==> src/rtl/ex_muldiv_unit.sv <==
// Iterative multiply/divide unit for the EX stage: radix-2 shift-add multiply,
// restoring divide, sign fix-up in a final cycle, and the architectural HI/LO pair.
module ex_muldiv_unit #(
    parameter int DATA_WIDTH = 32,
    parameter int CNT_WIDTH  = 5
) (
    input  logic                  clk_i,
    input  logic                  rst_i,
    input  logic                  start_i,
    input  logic [1:0]            op_i,
    input  logic [DATA_WIDTH-1:0] data1_i,
    input  logic [DATA_WIDTH-1:0] data2_i,
    input  logic                  mthi_i,
    input  logic                  mtlo_i,
    input  logic                  flush_i,
    output logic                  busy_o,
    output logic                  done_o,
    output logic [DATA_WIDTH-1:0] hi_o,
    output logic [DATA_WIDTH-1:0] lo_o
);

    localparam int W = DATA_WIDTH;
    localparam logic [W-1:0]         ZERO_W   = {W{1'b0}};
    localparam logic [W-1:0]         ONES_W   = {W{1'b1}};
    localparam logic [W-1:0]         ONE_W    = {{(W-1){1'b0}}, 1'b1};
    localparam logic [2*W-1:0]       ONE_2W   = {{(2*W-1){1'b0}}, 1'b1};
    localparam logic [CNT_WIDTH-1:0] ZERO_CNT = {CNT_WIDTH{1'b0}};
    localparam logic [CNT_WIDTH-1:0] ONE_CNT  = {{(CNT_WIDTH-1){1'b0}}, 1'b1};
    localparam logic [CNT_WIDTH-1:0] CNT_LAST = CNT_WIDTH'(DATA_WIDTH - 1);

    typedef enum logic [1:0] {
        S_IDLE = 2'd0,
        S_CALC = 2'd1,
        S_FIX  = 2'd2
    } state_t;

    function automatic logic [W-1:0] neg_w_f(input logic [W-1:0] v, input logic neg);
        if (neg) begin
            neg_w_f = ~v + ONE_W;
        end else begin
            neg_w_f = v;
        end
    endfunction

    function automatic logic [2*W-1:0] neg_2w_f(input logic [2*W-1:0] v, input logic neg);
        if (neg) begin
            neg_2w_f = ~v + ONE_2W;
        end else begin
            neg_2w_f = v;
        end
    endfunction

    state_t                 state_q, state_d;
    logic [CNT_WIDTH-1:0]   cnt_q, cnt_d;
    logic [1:0]             op_q, op_d;
    logic                   sign1_q, sign1_d;
    logic                   sign2_q, sign2_d;
    // mul: multiplicand magnitude; div: divisor magnitude
    logic [W-1:0]           opa_q, opa_d;
    // mul: {partial product, remaining multiplier}; div: low half is dividend/quotient
    logic [2*W-1:0]         acc_q, acc_d;
    logic [W:0]             rem_q, rem_d;
    logic [W-1:0]           hi_q, hi_d;
    logic [W-1:0]           lo_q, lo_d;
    logic                   done_q, done_d;

    logic                   is_signed_s;
    logic                   in_sign1_s, in_sign2_s;
    logic [W-1:0]           in_mag1_s, in_mag2_s;
    logic [W:0]             mul_sum_s;
    logic [2*W-1:0]         mul_acc_s;
    logic [W:0]             rem_shift_s;
    logic [W+1:0]           div_diff_s;
    logic [2*W-1:0]         prod_fix_s;
    logic [W-1:0]           quo_fix_s;
    logic [W-1:0]           rem_fix_s;

    // State register
    always_ff @(posedge clk_i or negedge rst_i) begin
        if (!rst_i) begin
            state_q <= S_IDLE;
        end else begin
            state_q <= state_d;
        end
    end

    // Next-state logic; flush beats both start and FIX completion
    always_comb begin
        state_d = state_q;
        case (state_q)
            S_IDLE: begin
                if (start_i && !flush_i) begin
                    state_d = S_CALC;
                end else begin
                    state_d = S_IDLE;
                end
            end
            S_CALC: begin
                if (flush_i) begin
                    state_d = S_IDLE;
                end else if (cnt_q == CNT_LAST) begin
                    state_d = S_FIX;
                end else begin
                    state_d = S_CALC;
                end
            end
            S_FIX:   state_d = S_IDLE;
            default: state_d = S_IDLE;
        endcase
    end

    // Output decode from state
    always_comb begin
        busy_o = (state_q != S_IDLE);
    end

    assign done_o = done_q;
    assign hi_o   = hi_q;
    assign lo_o   = lo_q;

    // Operand conditioning and per-iteration arithmetic
    always_comb begin
        is_signed_s = ~op_i[0];
        in_sign1_s  = is_signed_s & data1_i[W-1];
        in_sign2_s  = is_signed_s & data2_i[W-1];
        in_mag1_s   = neg_w_f(data1_i, in_sign1_s);
        in_mag2_s   = neg_w_f(data2_i, in_sign2_s);

        mul_sum_s   = {1'b0, acc_q[2*W-1:W]} + {1'b0, (acc_q[0] ? opa_q : ZERO_W)};
        mul_acc_s   = {mul_sum_s, acc_q[W-1:1]};

        rem_shift_s = {rem_q[W-1:0], acc_q[W-1]};
        div_diff_s  = {1'b0, rem_shift_s} - {2'b00, opa_q};

        prod_fix_s  = neg_2w_f(acc_q, sign1_q ^ sign2_q);
        quo_fix_s   = neg_w_f(acc_q[W-1:0], sign1_q ^ sign2_q);
        rem_fix_s   = neg_w_f(rem_q[W-1:0], sign1_q);
    end

    // Datapath next-state
    always_comb begin
        cnt_d   = cnt_q;
        op_d    = op_q;
        sign1_d = sign1_q;
        sign2_d = sign2_q;
        opa_d   = opa_q;
        acc_d   = acc_q;
        rem_d   = rem_q;
        hi_d    = hi_q;
        lo_d    = lo_q;
        done_d  = 1'b0;
        case (state_q)
            S_IDLE: begin
                if (mthi_i) begin
                    hi_d = data1_i;
                end else begin
                    hi_d = hi_q;
                end
                if (mtlo_i) begin
                    lo_d = data1_i;
                end else begin
                    lo_d = lo_q;
                end
                if (start_i && !flush_i) begin
                    op_d    = op_i;
                    sign1_d = in_sign1_s;
                    sign2_d = in_sign2_s;
                    cnt_d   = ZERO_CNT;
                    rem_d   = {1'b0, ZERO_W};
                    if (op_i[1]) begin
                        opa_d = in_mag2_s;
                        acc_d = {ZERO_W, in_mag1_s};
                    end else begin
                        opa_d = in_mag1_s;
                        acc_d = {ZERO_W, in_mag2_s};
                    end
                end else begin
                    cnt_d = cnt_q;
                end
            end
            S_CALC: begin
                if (flush_i) begin
                    cnt_d = cnt_q;
                end else begin
                    cnt_d = cnt_q + ONE_CNT;
                    if (!op_q[1]) begin
                        acc_d = mul_acc_s;
                    end else if (!div_diff_s[W+1]) begin
                        rem_d = div_diff_s[W:0];
                        acc_d = {acc_q[2*W-1:W], acc_q[W-2:0], 1'b1};
                    end else begin
                        rem_d = rem_shift_s;
                        acc_d = {acc_q[2*W-1:W], acc_q[W-2:0], 1'b0};
                    end
                end
            end
            S_FIX: begin
                if (flush_i) begin
                    done_d = 1'b0;
                end else begin
                    done_d = 1'b1;
                    if (!op_q[1]) begin
                        hi_d = prod_fix_s[2*W-1:W];
                        lo_d = prod_fix_s[W-1:0];
                    end else if (opa_q == ZERO_W) begin
                        // zero divisor: remainder path already rebuilt the dividend
                        hi_d = rem_fix_s;
                        lo_d = ONES_W;
                    end else begin
                        hi_d = rem_fix_s;
                        lo_d = quo_fix_s;
                    end
                end
            end
            default: begin
                done_d = 1'b0;
            end
        endcase
    end

    // Datapath registers
    always_ff @(posedge clk_i or negedge rst_i) begin
        if (!rst_i) begin
            cnt_q   <= ZERO_CNT;
            op_q    <= 2'b00;
            sign1_q <= 1'b0;
            sign2_q <= 1'b0;
            opa_q   <= ZERO_W;
            acc_q   <= {ZERO_W, ZERO_W};
            rem_q   <= {1'b0, ZERO_W};
            hi_q    <= ZERO_W;
            lo_q    <= ZERO_W;
            done_q  <= 1'b0;
        end else begin
            cnt_q   <= cnt_d;
            op_q    <= op_d;
            sign1_q <= sign1_d;
            sign2_q <= sign2_d;
            opa_q   <= opa_d;
            acc_q   <= acc_d;
            rem_q   <= rem_d;
            hi_q    <= hi_d;
            lo_q    <= lo_d;
            done_q  <= done_d;
        end
    end

endmodule

==> config.mk <==
export PLATFORM = sky130hd
export DESIGN_NAME = ex_muldiv_unit
export DESIGN_NICKNAME = d
export VERILOG_FILES = /design/src/rtl/ex_muldiv_unit.sv
export SDC_FILE = /design/constraint.sdc
export NUM_CORES = 1
export LEC_CHECK = 0
export ABC_AREA = 1
export CORE_UTILIZATION = 60
export CTS_CLUSTER_SIZE = 25
export DETAILED_ROUTE_END_ITERATION = 8
export DONT_BUFFER_PORTS = 1
export PLACE_DENSITY = 0.79
export SYNTH_ARGS = -nofsm -noshare
export SYNTH_HDL_FRONTEND = slang
export SYNTH_SLANG_ARGS = --single-unit
==> constraint.sdc <==
create_clock -name clk_i -period 2.3 [get_ports clk_i]
set_clock_uncertainty 0.2 [all_clocks]
set_input_delay 0.345 -clock clk_i [delete_from_list [all_inputs] [get_ports clk_i]]
set_output_delay 0.345 -clock clk_i [all_outputs]
set_load 0.01 [all_outputs]
==> impl_metrics.csv, run 1 <==
group,metric,value,unit
synthesis,ys_ff_latch,203,
status,firstError,"[ERROR GRT-0232] Routing congestion too high. Check the congestion heatmap in the GUI.",
synthesis,synthesis.nets,3262,
synthesis,yosysMostFrequentCell,"nand2_1",
clocking,ctsLongestPathBuffers,3,
synthesis,yosys.area.top_type,"dfrtp_1",
global_route,grt_max_degree,204,
synthesis,syn_inst,3118,
place,post_dp_cell_area,22700,um^2
synthesis,ys_warn_count,0,
synthesis,synth_area_leaders,"dfrtp_1 (26%), nand2_1 (16%), nor2_1 (9.1%)",
die,die_w,181,um
die,die_h,181,um
timing,worst_endpoint,"acc_q[57]$_DFFE_PN0P_/D",
synthesis,synthFlopType,"dfrtp_1",
synthesis,synth_area,19200,um^2
die,pin_count,138,
clocking,h-tree-depth,1,
clocking,cts_num_sinks,203,
synthesis,synth_cell_types,53,
synthesis,netlist_top_cells_count,"nand2_1 (793), nor2_1 (464), nand3_1 (341)",
clocking,numCtsBuffers,25,
synthesis,synthArstFlopShare,100,%
place,dp_hpwl,68.8,mm
global_route,track_usage,93.2,%
place,port_buffers,0,
synthesis,avgSynthCellArea,6.16,um^2
place,gp_congestion,1.13,
clocking,root_buffer,"clkbuf_16",
synthesis,seq_area_frac_synth,26.5,%
synthesis,synth_edf_count,0,
die,initial_core_util,61.0,%
die,placementRows,65,
timing,endpoint_type,"register input",
synthesis,synth_top_area_share,26.5,%
status,outcome,"aborted with a tool error",
global_route,grt_overflow,726,
place,place_inst,3848,
status,failed_stage,"global routing (5_1_grt)",
logic make-up after synthesis:
| family | synth area share [%] |
|---|---|
| and+or+nand+nor | 39.4 |
| AOI/OAI and AO/OA | 17.4 |
| buffers and inverters | 9.54 |
| DFF | 26.5 |
| adders and majority gates | 4.77 |
| xor gates and xnor gates | 2.37 |
per-layer routing:
metal / GRT overflow / GRT usage, %
met2: 413 / 105
met3: 49 / 81.9
met5: 9 / 69.0
met4: 210 / 97.5
met1: 45 / 91.3
metrics by stage:
| stage | hold WS (ns) | setup WS [ns] |
|---|---|---|
| after detailed placement | -0.147 | -0.406 |
| after global placement | -0.147 | -0.373 |
| after CTS | -0.745 | -0.188 |
| after floorplan | -0.151 | -0.0284 |
timing repair:
item,CTS
cloned,7
buffers inserted,44
endpoints found under the hold margin,262
endpoints found under the setup margin,98
resized for setup,293
pin swaps,76
hold buffers,44
==> run 2: changes to the inputs <==
--- a/config.mk
+++ b/config.mk
@@ -6,11 +6,10 @@
 export NUM_CORES = 1
 export LEC_CHECK = 0
 export ABC_AREA = 1
-export CORE_UTILIZATION = 60
-export CTS_CLUSTER_SIZE = 25
+export CORE_UTILIZATION = 40
 export DETAILED_ROUTE_END_ITERATION = 8
 export DONT_BUFFER_PORTS = 1
-export PLACE_DENSITY = 0.79
+export PLACE_DENSITY_LB_ADDON = 0.15
 export SYNTH_ARGS = -nofsm -noshare
 export SYNTH_HDL_FRONTEND = slang
 export SYNTH_SLANG_ARGS = --single-unit
==> constraint.sdc (replaced) <==
create_clock -name clk_i -period 3 [get_ports clk_i]
set_clock_uncertainty 0.2 [all_clocks]
set_input_delay 0.45 -clock clk_i [delete_from_list [all_inputs] [get_ports clk_i]]
set_output_delay 0.45 -clock clk_i [all_outputs]
set_load 0.01 [all_outputs]
==> run 2 against run 1 <==
The flow now finishes, with violations (hold timing). Synthesized area unchanged. Synthesized cell count is the same.
==> impl_metrics.csv, run 2 <==
group,metric,value,unit
status,outcome,"finished with violations",
cells_and_area,final_common_cell,"nand2_1",
timing,post-route-min-period,2.93,ns
worst_setup_path,ff2ff_setup_slack,0.07,ns
die,placementRows,79,
worst_setup_path,crit_path_frequent_cell,"nand2_4",
synthesis,synth_top_area_share,26.5,%
route,vias_per_cell,5.91,
synthesis,synthAdderAreaFrac,4.77,%
synthesis,synth_edf_count,0,
worst_setup_path,cp_max_fo,17,
worst_setup_path,reg2reg_depth,15,
synthesis,synth_cell_types,53,
place,gp_congestion,1.05,
worst_setup_path,critPathTopFamily,"simple AND/OR/NAND/NOR gates",
synthesis,ys_ff_latch,203,
worst_setup_path,critical_path_class,"flip-flop to flip-flop",
cells_and_area,final_cell_area,21400,um^2
global_route,antenna_found_initial,0,
die,coreArea,47000,um^2
clocking,ctsHoldBuffers,15,
place,dp_hpwl,75.8,mm
synthesis,ys_warn_count,0,
timing,finalCritPeriodShare,97.6,%
timing,fin_setup_tns,0,ns
synthesis,yosysMostFrequentCell,"nand2_1",
worst_setup_path,rr_endpoint,"rem_q[30]",
status,violations,"hold timing",
global_route,grt_max_degree,204,
flow_run,cap_violations,0,
route,wl_per_cell,24.7,um
die,die_h,221,um
clocking,cts_tree,"yes",
route,routed_wl,93.2,mm
route,num_vias,22312,
timing,setup_viol,0,
timing,drv_slew,0,
cells_and_area,synthToLayoutAreaGrowth,11.3,%
worst_setup_path,worstPathArrival,3.19,ns
clocking,clk_pin_slew,0.06,ns
synthesis,synth_top_family_by_area,"simple AND/OR/NAND/NOR gates",
worst_setup_path,required,3.26,ns
pwr,power.leakage,10.5,nW
synthesis,synthFlopType,"dfrtp_1",
synthesis,avgSynthCellArea,6.16,um^2
route,drt_iter0_drc,2317,
route,drt_pass1_iterations,6,
synthesis,synthArstFlopShare,100,%
global_route,grt_overflow,0,
timing,clock.fmax,341,MHz
worst_setup_path,path_buf_inv,1,
cells_and_area,nets,3295,
worst_setup_path,start_kind,"flip-flop",
global_route,grt_pass1_wl,137,mm
cells_and_area,diodes,0,
die,fp.dieArea,48900,um^2
synthesis,synth_mux_area_share,0,%
synthesis,synth_area_leaders,"dfrtp_1 (26%), nand2_1 (16%), nor2_1 (9.1%)",
worst_setup_path,crit_chain,"inv_1 > ha_1 > nand2_1 > o21ai_2 > nand2_2 > nand2_4 > nand2_2 > nand2_4 > nand2_4 > nand2_4 > nand2_4 > nand2_8 > nand3_2 > nand2_1 > nand2_1",
timing,relSlewSlack,46.0,%
synthesis,synth_area,19200,um^2
die,pin_count,138,
route,ant_nets,0,
hold_path,min_path_type,"input port to asynchronous set/reset pin",
place,port_buffers,0,
clocking,root_buffer,"clkbuf_16",
worst_setup_path,crit_slowest_cell,"dfrtp_1",
worst_setup_path,end_kind,"flip-flop",
timing,rsz0062_at_grt,"yes",
synthesis,seq_area_frac_synth,26.5,%
place,post_dp_cell_area,20200,um^2
pwr,power.density,548,nW/um^2
cells_and_area,layout_common_cells,"nand2_1 (793), nor2_1 (463), nand3_1 (341)",
timing,worstMarginPinSlew,0.801,ns
cells_and_area,largest-register,"acc_q",
synthesis,yosys.area.top_type,"dfrtp_1",
cells_and_area,largest_reg_flops,64,
clocking,numCtsBuffers,28,
die,initial_core_util,40.9,%
cells_and_area,multiInputGateArea,12300,um^2
timing,finalHoldViolations,203,
clocking,ctsLongestPathBuffers,3,
global_route,grt_pass1_vias,21074,
clocking,cts_num_sinks,203,
synthesis,netlist_top_cells_count,"nand2_1 (793), nor2_1 (464), nand3_1 (341)",
synthesis,synthesis.nets,3262,
cells_and_area,nFillCells,5018,
synthesis,synth_xor_area_share,2.37,%
cells_and_area,drive_above_1_share,7.76,%
synthesis,yosys.area_share.simple,39.4,%
die,die_w,221,um
synthesis,syn_inst,3118,
worst_setup_path,r2r-start,"opa_q[2]",
pwr,ir_drop,0.433,mV
global_route,track_usage,37.3,%
cells_and_area,final-seq-area,5080,um^2
synthesis,synth-compound-area-share,17.4,%
clocking,clock_latency,0.60,ns
route,drc,0,
clocking,h-tree-depth,1,
timing,hold_slack,-0.658,ns
worst_setup_path,slowest_delay,0.46,ns
-- run 2: per-stage QoR --
step / hold WS, ns / utilization [%] / setup WS, ns / instances / total power [mW]
5_1_grt: -0.669 / 45.5 / -0.0185 / 3778 / 12.2
4_1_cts: -0.674 / 45.4 / 0.0307 / 3776 / 11.6
3_3_place_gp: -0.0417 / 43.0 / 0.0374 / 3711 / 8.05
2_1_floorplan: -0.0456 / - / 0.570 / 3118 / 6.38
3_5_place_dp: -0.0406 / 43.0 / 0.0153 / 3711 / 8.06
6_report: -0.658 / 45.5 / 0.0708 / 3778 / 11.7
-- run 2: area by class of cell --
cell class,instances,area share [%]
Clock inverter,18,0.949
Timing Repair Buffer,107,4.31
Sequential cell,203,23.8
Clock buffer,32,3.49
Multi-Input combinational cell,2463,57.8
Tap cell,607,3.56
Inverter,348,6.12
-- run 2: cells by family (layout without fill, tap and decap cells) --
group,count (synthesis),count (layout)
buf+inv,453,505
xor+xnor,52,52
simple gates,1756,1757
compound gates,582,582
fa+ha+maj,72,72
flops,203,203
-- run 2: power by group --
group / switching (mW) / internal, mW / total (mW) / leakage [nW]
Sequential: 0.548 / 3.08 / 3.63 / 2.51
Clock: 1.47 / 2.05 / 3.51 / 0.462
Combinational: 3.17 / 1.40 / 4.57 / 7.56
Total: 5.18 / 6.53 / 11.7 / 10.5
-- run 2: how the worst max path moves through the flow --
| stage | startpoint | to | slack (ns) | cells after the start |
|---|---|---|---|---|
| after floorplan | acc_q[31] | rem_q[26] | 0.57 | 15 |
| final | opa_q[2] | rem_q[30] | 0.07 | 15 |
| after CTS | acc_q[0] | acc_q[60] | 0.03 | 11 |
| after detailed placement | opa_q[12] | rem_q[2] | 0.02 | 11 |
| after global placement | opa_q[12] | rem_q[2] | 0.04 | 11 |
| after global routing | acc_q[0] | acc_q[48] | -0.02 | 13 |
-- run 2: routing by layer --
| layer | share of wire, % | GRT usage (%) |
|---|---|---|
| met5 | 0 | 0 |
| met4 | 5.1 | 17.0 |
| met3 | 9.1 | 8.33 |
| met2 | 43 | 56.4 |
| met1 | 43 | 50.5 |
-- run 2: what timing repair did --
item	in CTS	in global routing
cloned	0	1
setup endpoints to repair	1	39
hold endpoints to repair	230	203
pin swaps	0	2
setup buffers	0	1
gates resized for setup	1	14
-- run 2: worst reg2reg max path, cell delays in order, from the launching register on --
cell and delay (ns):
dfrtp_1 0.46, inv_1 0.12, ha_1 0.44, nand2_1 0.10
o21ai_2 0.25, nand2_2 0.11, nand2_4 0.10, nand2_2 0.07
nand2_4 0.11, nand2_4 0.07, nand2_4 0.07, nand2_4 0.15
nand2_8 0.24, nand3_2 0.18, nand2_1 0.11, nand2_1 0.05
Power figures use the tool's default switching activity.
==> run 3: changes to the inputs <==
==> constraint.sdc (replaced) <==
create_clock -name clk_i -period 3 [get_ports clk_i]
set_clock_uncertainty 0.2 [all_clocks]
set_input_delay 0.15 -clock clk_i [delete_from_list [all_inputs] [get_ports clk_i]]
set_output_delay 0.15 -clock clk_i [all_outputs]
set_load 0.01 [all_outputs]
==> run 3 against run 2 <==
The run ends with hold timing, setup timing left. Count of clock-buffer cells in the layout increased by 2. Global-route usage about the same. Worst hold slack got worse by 0.29 ns. Die area unchanged. Fmax decreased by 2.8%. Clock power increased by 7.4%. Core utilization increased by 2.1 points. Register-to-register slack about the same. Final area increased by 4.6%. Wire length about the same. Sequential power about the same. Via count increased by 2.3%. Largest cell class unchanged.
==> impl_metrics.csv, run 3 (synthesized netlist as in run 2, its figures left out) <==
group,metric,value,unit
timing,hold_slack,-0.953,ns
timing,fin_setup_tns,-0.0140,ns
timing,fin_ws,-0.0140,ns
route,vias_per_cell,5.91,
worst_setup_path,end_kind,"flip-flop",
global_route,gr-max-usage-layer,"met2",
cells_and_area,drive_above_1_share,7.31,%
route,num_vias,22824,
timing,finalCritPeriodShare,100,%
route,wl_per_cell,24.1,um
pwr,ir_drop,0.507,mV
timing,relSlewSlack,48.5,%
timing,clock.fmax,332,MHz
cells_and_area,diodes,0,
clocking,ctsLongestPathBuffers,3,
place,gp_congestion,1.07,
global_route,grt_overflow,0,
route,drt_pass1_iterations,6,
cells_and_area,final_common_cell,"nand2_1",
clocking,clock_latency,0.60,ns
timing,worstMarginPinSlew,0.764,ns
pwr,power,12.1,mW
global_route,grt_pass1_vias,21383,
cells_and_area,synthToLayoutAreaGrowth,16.3,%
cells_and_area,multiInputGateArea,12300,um^2
clocking,cts_tree,"yes",
place,dp_hpwl,74.8,mm
route,ant_nets,0,
global_route,track_usage,37.2,%
clocking,h-tree-depth,1,
clocking,numCtsBuffers,27,
flow_run,cap_violations,0,
pwr,power.leakage,10.9,nW
route,drc,0,
global_route,met3_usage,6.55,%
cells_and_area,nets,3378,
die,placementRows,79,
global_route,grt_use_met1,51.4,%
place,place_inst,3701,
global_route,grt_max_degree,204,
hold_path,min_path_type,"input port to asynchronous set/reset pin",
timing,rsz0062_at_grt,"yes",
timing,setup_viol,1,
cells_and_area,final-seq-area,5080,um^2
worst_setup_path,cp_max_fo,3,
route,drt_iter0_drc,2729,
global_route,grt_pass1_wl,137,mm
timing,post-route-min-period,3.01,ns
timing,finalHoldViolations,203,
die,die_h,221,um
cells_and_area,nFillCells,5022,
die,coreArea,47000,um^2
global_route,grt_util_met2,57.0,%
cells_and_area,final_util,47.6,%
worst_setup_path,start_kind,"input port",
place,port_buffers,0,
worst_setup_path,critical_path_class,"input port to flip-flop",
die,initial_core_util,40.9,%
clocking,ctsHoldBuffers,109,
timing,drv_slew,0,
die,fp.dieArea,48900,um^2
cells_and_area,largest-register,"acc_q",
pwr,power.density,542,nW/um^2
cells_and_area,layout_common_cells,"nand2_1 (793), nor2_1 (459), nand3_1 (340)",
worst_setup_path,worstPathArrival,3.26,ns
clocking,cts_num_sinks,203,
die,pin_count,138,
clocking,clk_pin_slew,0.06,ns
die,die_w,221,um
global_route,antenna_found_initial,1,
worst_setup_path,required,3.25,ns
cells_and_area,final_cells,3862,
clocking,root_buffer,"clkbuf_16",
status,outcome,"finished with violations",
status,violations,"hold timing, setup timing",
route,routed_wl,93.2,mm
cells_and_area,largest_reg_flops,64,
run 3: cell types whose count changed in the layout (fill, tap and decap cells not counted), sizes merged:
cell         before  now
dlygate4sd3      15  108
buf              92   83
bufinv            3    7
inv             343  342
clkbuf           32   34
clkinv           17    9
clkinvlp          3    6
run 3: stage by stage:
| step | area [um^2] | setup slack (ns) |
|---|---|---|
| 3_5_place_dp | 20100 | 0.0296 |
| 6_report | 22300 | -0.0140 |
| 2_1_floorplan | 19200 | 0.570 |
| 3_3_place_gp | 20100 | 0.0475 |
| 5_1_grt | 22300 | -0.128 |
| 4_1_cts | 22200 | 0.00783 |
run 3: routing by layer:
metal	share of wire (%)	routed length (um)	vias to the layer above
li1	-	-	10581
met1	44	40600	10918
met2	43	39900	1113
met3	8.7	8150	210
met4	4.9	4560	2
met5	0.0086	8	-
run 3: final cells by class:
| type | instances | area share [%] |
|---|---|---|
| well taps | 607 | 3.40 |
| repair buffers | 191 | 8.17 |
| clock buffers | 34 | 3.28 |
| flip-flops and latches | 203 | 22.8 |
| clock inverters | 16 | 1.22 |
| multi-input cells | 2463 | 55.3 |
| inverters | 348 | 5.88 |
run 3: report_power, final:
part	internal [mW]	switching (mW)
combinational	1.50	3.20
sequential	3.08	0.550
clock	2.33	1.45
run 3: final timing paths:
| kind | to | slack [ns] | startpoint | cells after the start |
|---|---|---|---|---|
| worst min-delay path | lo_o[1] | -0.95 | rst_i | 0 |
| worst max register to register | opa_q[17] | 0.07 | state_q[0] | 7 |
| max in group asynchronous | rem_q[25] | 3.10 | rst_i | 0 |
| worst min register to register | cnt_q[4] | 0.29 | cnt_q[4] | 2 |
| worst max-delay path | opa_q[17] | -0.01 | data1_i[4] | 13 |
| min in group clk_i | opa_q[29] | 0.02 | data1_i[15] | 8 |
run 3: timing repair:
item                                    4_1_cts  5_1_grt
setup buffers                                 0        1
endpoints found under the setup margin        0       35
hold endpoints to repair                    330      203
gates resized for setup                       0       19
run 3: worst max-delay path, cell delays in order:
cell and delay [ns]:
dlygate4sd3_1 0.59, nor2_1 0.14, nand2_1 0.13, nor2_4 0.16, inv_1 0.07, nor2_1 0.15, nand2_1 0.10, nand3_1 0.08
nand2_1 0.12, dlygate4sd3_1 0.62, o211ai_1 0.25, dlygate4sd3_1 0.61, o21ai_0 0.09
